[src/rtl/mips_pkg.sv]
// Shared definitions for the MEM/WB stage: opcodes, FSM states, flag bits.
// Also provides the opcode-to-class mapping used by the stage.
package mips_pkg;

  localparam logic [5:0] OP_NOP   = 6'b000000;
  localparam logic [5:0] OP_LOAD  = 6'b011100;
  localparam logic [5:0] OP_STORE = 6'b011101;

  localparam int FLAG_C = 1;
  localparam int FLAG_Z = 0;

  typedef enum logic [1:0] {
    ST_CLEAR     = 2'd0,
    ST_RUN       = 2'd1,
    ST_LOAD_WAIT = 2'd2
  } state_t;

  typedef enum logic [1:0] {
    CLS_ALU,
    CLS_LOAD,
    CLS_STORE,
    CLS_NOP
  } op_class_t;

  function automatic op_class_t op_class(input logic [5:0] op);
    op_class_t c;
    c = CLS_ALU;
    unique case (op)
      OP_NOP:   c = CLS_NOP;
      OP_LOAD:  c = CLS_LOAD;
      OP_STORE: c = CLS_STORE;
      default:  c = CLS_ALU;
    endcase
    return c;
  endfunction

endpackage

[src/rtl/dm_ram.sv]
// Single-port synchronous data RAM, 16-bit words, registered read.
// The array has no reset; the owning stage clears it after reset.
module dm_ram #(
  parameter int DEPTH = 256,
  parameter int AW    = 8
) (
  input  logic          clk,
  input  logic          we,
  input  logic [AW-1:0] addr,
  input  logic [15:0]   wdata,
  output logic [15:0]   rdata
);

  logic [15:0] mem [DEPTH];

  always_ff @(posedge clk) begin
    if (we)
      mem[addr] <= wdata;
    rdata <= mem[addr];
  end

endmodule

[src/rtl/mem_wb_stage.sv]
// MEM/WB stage: data-memory access against dm_ram and one
// registered writeback beat per retired instruction.
module mem_wb_stage
  import mips_pkg::*;
#(
  parameter int DEPTH = 256,
  parameter int AW    = 8,
  parameter int RW    = 3
) (
  input  logic          clk,
  input  logic          reset,
  input  logic          valid_ex,
  input  logic [5:0]    op_dec,
  input  logic [15:0]   ans_ex,
  input  logic [15:0]   DM_data,
  input  logic [1:0]    flag_ex,
  input  logic [RW-1:0] rd_ex,
  output logic          stall,
  output logic          wb_valid,
  output logic          wb_en,
  output logic [RW-1:0] wb_addr,
  output logic [15:0]   wb_data,
  output logic [1:0]    flag_wb,
  output logic          mem_fault
);

  state_t        state;
  state_t        state_nx;
  logic [AW-1:0] ptr;
  op_class_t     cls;
  logic          accept;
  logic          in_range;

  logic          ram_we;
  logic [AW-1:0] ram_addr;
  logic [15:0]   ram_wdata;
  logic [15:0]   ram_rdata;

  logic [RW-1:0] ld_rd;
  logic [1:0]    ld_flag;
  logic          ld_fault;

  assign cls      = op_class(op_dec);
  assign accept   = valid_ex && (state == ST_RUN);
  // Full-width compare: high address bits must be zero, no aliasing.
  assign in_range = (ans_ex >> AW) == 16'd0;
  assign stall    = (state != ST_RUN);

  always_ff @(posedge clk) begin
    if (reset) begin
      state <= ST_CLEAR;
      ptr   <= '0;
    end else begin
      state <= state_nx;
      if (state == ST_CLEAR)
        ptr <= ptr + 1'b1;
    end
  end

  always_comb begin
    state_nx = state;
    unique case (state)
      ST_CLEAR:
        if (ptr == AW'(DEPTH - 1))
          state_nx = ST_RUN;
      ST_RUN:
        if (accept && cls == CLS_LOAD)
          state_nx = ST_LOAD_WAIT;
      ST_LOAD_WAIT:
        state_nx = ST_RUN;
      default:
        state_nx = ST_CLEAR;
    endcase
  end

  always_comb begin
    ram_we    = 1'b0;
    ram_addr  = ans_ex[AW-1:0];
    ram_wdata = DM_data;
    unique case (state)
      ST_CLEAR: begin
        ram_we    = !reset;
        ram_addr  = ptr;
        ram_wdata = '0;
      end
      ST_RUN:
        ram_we = !reset && accept &&
                 cls == CLS_STORE && in_range;
      default: ram_we = 1'b0;
    endcase
  end

  dm_ram #(
    .DEPTH (DEPTH),
    .AW    (AW)
  ) u_ram (
    .clk   (clk),
    .we    (ram_we),
    .addr  (ram_addr),
    .wdata (ram_wdata),
    .rdata (ram_rdata)
  );

  always_ff @(posedge clk) begin
    if (reset) begin
      ld_rd    <= '0;
      ld_flag  <= '0;
      ld_fault <= 1'b0;
    end else if (accept && cls == CLS_LOAD) begin
      ld_rd    <= rd_ex;
      ld_flag  <= flag_ex;
      ld_fault <= !in_range;
    end
  end

  always_ff @(posedge clk) begin
    if (reset) begin
      wb_valid  <= 1'b0;
      wb_en     <= 1'b0;
      wb_addr   <= '0;
      wb_data   <= '0;
      flag_wb   <= '0;
      mem_fault <= 1'b0;
    end else begin
      wb_valid  <= 1'b0;
      wb_en     <= 1'b0;
      mem_fault <= 1'b0;
      if (state == ST_LOAD_WAIT) begin
        wb_valid  <= 1'b1;
        wb_en     <= 1'b1;
        wb_addr   <= ld_rd;
        wb_data   <= ld_fault ? 16'h0000 : ram_rdata;
        flag_wb   <= ld_flag;
        mem_fault <= ld_fault;
      end else if (accept) begin
        unique case (cls)
          CLS_ALU: begin
            wb_valid <= 1'b1;
            wb_en    <= 1'b1;
            wb_addr  <= rd_ex;
            wb_data  <= ans_ex;
            flag_wb  <= {flag_ex[FLAG_C], flag_ex[FLAG_Z]};
          end
          CLS_STORE: begin
            wb_valid  <= 1'b1;
            flag_wb   <= {flag_ex[FLAG_C], flag_ex[FLAG_Z]};
            mem_fault <= !in_range;
          end
          default: ;
        endcase
      end
    end
  end

endmodule

[config.mk]
export PLATFORM = sky130hd
export DESIGN_NAME = mem_wb_stage
export DESIGN_NICKNAME = d
export VERILOG_FILES = /design/src/rtl/mips_pkg.sv /design/src/rtl/dm_ram.sv /design/src/rtl/mem_wb_stage.sv
export SDC_FILE = /design/constraint.sdc
export NUM_CORES = 2
export LEC_CHECK = 0
export CAP_MARGIN = 15
export CORE_ASPECT_RATIO = 1.4
export CORE_MARGIN = 3
export CORE_UTILIZATION = 57
export CTS_CLUSTER_SIZE = 24
export DETAILED_ROUTE_END_ITERATION = 8
export GPL_ROUTABILITY_DRIVEN = 1
export GPL_TIMING_DRIVEN = 1
export PLACE_DENSITY = 0.73
export REMOVE_ABC_BUFFERS = 1
export SYNTH_ARGS = -nofsm -noshare
export SYNTH_HDL_FRONTEND = slang
export SYNTH_SLANG_ARGS = --single-unit
[constraint.sdc]
create_clock -name clk -period 5.02 [get_ports clk]
set_input_delay 1.004 -clock clk [delete_from_list [all_inputs] [get_ports clk]]
set_output_delay 1.004 -clock clk [all_outputs]
set_load 0.05 [all_outputs]
==> results.py <==
metrics = {
    "clocking": {
        "clockRootBuffer": "clkbuf_16",
        "cts_tree": "built",
        "post-cts-setup-buffers": 0,
        "cts_buffers": 366,
        "clockBufferDepth": 4,
        "cts_resized": 0,
        "ctsHoldBuffers": 0,
        "htreeDepth": 5,
        "cts.reportedPaths.clkPinSlew_ps": 60,
        "insertion_delay_ps": 890,
        "clkSinkCount": 4152,
    },
    "critical_path": {
        "max_stage_delay_ps": 740,
        "worstReg2RegStart": "state[1]",
        "crit_path_start_kind": "flop",
        "critical_path_class": "flop to flop",
        "required_ps": 5750,
        "slowest_stage": "o41ai_1",
        "crit_top_cell": "buf_12",
        "crit_start": "state[1]",
        "worstSetupEndpointType": "flop",
        "path_max_fanout": 118,
        "cp_cell_sequence": "or2_1, a31o_4, buf_12, buf_12, a22oi_1, a21oi_1, o41ai_1, buf_4, a41oi_1, or4_1",
        "cp.arrival_ps": 5810,
        "r2r_cells": 10,
    },
    "pwr": {
        "ir_worst_vdd_mv": 0.282,
        "static-leakage-power_nw": 60.6,
        "power_density_nw_per_um2": 384,
    },
    "finish": {
        "final_layout_size_suffix_gt1_share_pct": 15.3,
        "regArea_um2": 124000,
        "final_core_util_pct": 65.5,
        "fill_cells": 17200,
        "instances_no_fill": 13100,
        "syn_to_final_growth_pct": 13.9,
        "finalNetCount": 9357,
        "multi_input_area_um2": 26800,
    },
    "synthesis": {
        "ys_async_sr_fraction_pct": 0,
        "synth_top_area_share_pct": 80.1,
        "synth_area_um2": 154000,
        "avgSynthCellArea_um2": 17.6,
        "synth_edf_count": 4096,
        "yosys-top-cells-area": "edfxtp_1 (80%), a22oi_1 (9.5%), a21oi_1 (3.4%)",
        "yosys-top-cells-count": "edfxtp_1 (4096), a22oi_1 (1949), a21oi_1 (1044)",
        "synth_largest_area_cell": "edfxtp_1",
        "yosysMostFrequentCell": "edfxtp_1",
        "ys_warn_count": 0,
        "synth_ff_type": "edfxtp_1",
        "syn_inst": 8736,
        "synth_seq_cells": 4152,
        "seq_area_frac_synth_pct": 80.8,
        "synth_cell_types": 47,
    },
    "grt": {
        "grt.total_usage_pct": 31.4,
        "grt_overflow": 0,
        "grt_first_pass_wirelength_mm": 630,
        "grt_pass1_vias": 89700,
        "antenna_found_initial": 30,
        "grt_max_degree": 171,
    },
    "die": {
        "dieArea_um2": 276000,
        "die_w_um": 445,
        "design.core.area_um2": 267000,
        "initial_core_util_pct": 57.5,
        "dieHeight_um": 620,
        "core.rowCount": 224,
        "ioPinCount": 71,
    },
    "min_path": {
        "min-delay-start": "wb_data[14]",
        "hold_path_class": "flop to flop",
        "hold_depth": 2,
    },
    "sta": {
        "max_slew_margin_pct": 9.34,
        "finalSetupViolations": 1,
        "fin_crit_sh_pct": 101,
        "skew_ps": 71.0,
        "finalHoldViolations": 0,
        "worst_pin_slew_ps": 1360,
        "max_freq_mhz": 197,
        "layout_min_cycle_time_ps": 5080,
        "final_max_slew_viol_count": 0,
        "setup_ws_ps": -59.1,
        "rsz0062_at_grt": "no",
    },
    "route": {
        "route.detailed.drc": 1,
        "firstDrtPassIters": 9,
        "num_vias": 92600,
        "ant_nets": 0,
        "drtIter0Drc": 14700,
        "viasPerCell": 7.06,
        "wl_mm": 443,
        "wire_per_inst_um": 33.8,
    },
    "place": {
        "port_buffers": 70,
        "dp.cells": 12400,
        "gp_congestion": 0.915,
        "dpl.hpwl_mm": 257,
    },
    "job": {
        "maxCapViolCount": 0,
    },
    "outcome": {
        "violations": "DRC, setup timing",
        "status": "finished with violations",
    },
}
[placed cells by master (no fill, tap or decap), types with 69 or more instances in the layout]
cell	n
buf_4	671
a21oi_1	1044
buf_12	111
clkbuf_1	83
a22oi_2	99
nor2_1	280
edfxtp_1	4096
clkbuf_16	377
o41ai_1	238
clkdlybuf4s50_1	69
a22oi_1	1949
[critical path, delay by kind of cell, from the launching register on]
kind | cells | cell delay [ps]
AOI/OAI and AO/OA | 5 | 2220
buffers and inverters | 3 | 660
DFF | 1 | 490
and+or+nand+nor | 2 | 1180
[final cells by class]
| type | count | share of cell area (%) |
|---|---|---|
| Sequential cell | 4152 | 71.0 |
| Multi-Input combinational cell | 3929 | 15.3 |
| Clock buffer | 460 | 5.57 |
| Timing Repair Buffer | 855 | 4.57 |
| Tap cell | 3503 | 2.51 |
| Clock inverter | 188 | 1.00 |
| Antenna cell | 19 | 0.0272 |
| Inverter | 6 | 0.0129 |
[power by group]
group | internal [mW] | switching [mW] | leakage, nW | total, mW
clock | 15.4 | 12.1 | 5.63 | 27.4
combinational | 0.442 | 1.71 | 7.08 | 2.16
sequential | 37.5 | 0.0880 | 47.9 | 37.6
total | 53.3 | 13.9 | 60.6 | 67.2
[logic make-up after synthesis]
family	Yosys count	synth area share [%]
adder cells (fa/ha/maj)	1	0.00815
multiplexers	10	0.0652
AND/OR/NAND/NOR	449	1.31
flip-flops	4152	80.8
AO/OA/AOI/OAI	3461	15.9
buffers and inverters	656	1.90
XOR/XNOR	7	0.0399
[per-layer routing]
metal | GRT usage, % | vias to the layer above | wire length (µm)
li1 | - | 37600 | -
met1 | 39.6 | 46500 | 147000
met2 | 49.6 | 7118 | 210000
met3 | 7.37 | 1304 | 54500
met4 | 19.4 | 16 | 31600
met5 | 0 | - | 130
[sequential cells by signal, summed over array words and instances (netlist names)]
register	cells
ld_rd	3
ld_flag	2
wb_en	1
flag_wb	2
wb_valid	1
u_ram.rdata	16
mem_fault	1
wb_addr	3
ld_fault	1
ptr	8
u_ram.mem	4096
state	2
wb_data	16
[final timing paths]
path / endpoint / slack, ps
hold reg to reg: wb_data[14] / 500
hold / removal: wb_data[14] / 500
setup reg to reg: u_ram.rdata[13] / -60
setup / recovery: u_ram.rdata[13] / -60
[metrics by stage]
stage / cell area [µm²] / TNS (ps) / setup WS [ps] / hold slack [ps] / power (mW)
4_1_cts: 175000 / 0 / 210 / 502 / 67.2
2_1_floorplan: 151000 / - / -71810 / 463 / 39.3
6_report: 175000 / -59.1 / -59.1 / 504 / 67.2
3_5_place_dp: 163000 / -2580 / -449 / 493 / 40.4
5_1_grt: 175000 / 0 / 207 / 531 / 68.6
3_3_place_gp: 163000 / -2990 / -586 / 476 / 40.4
Power figures use the tool's default switching activity.
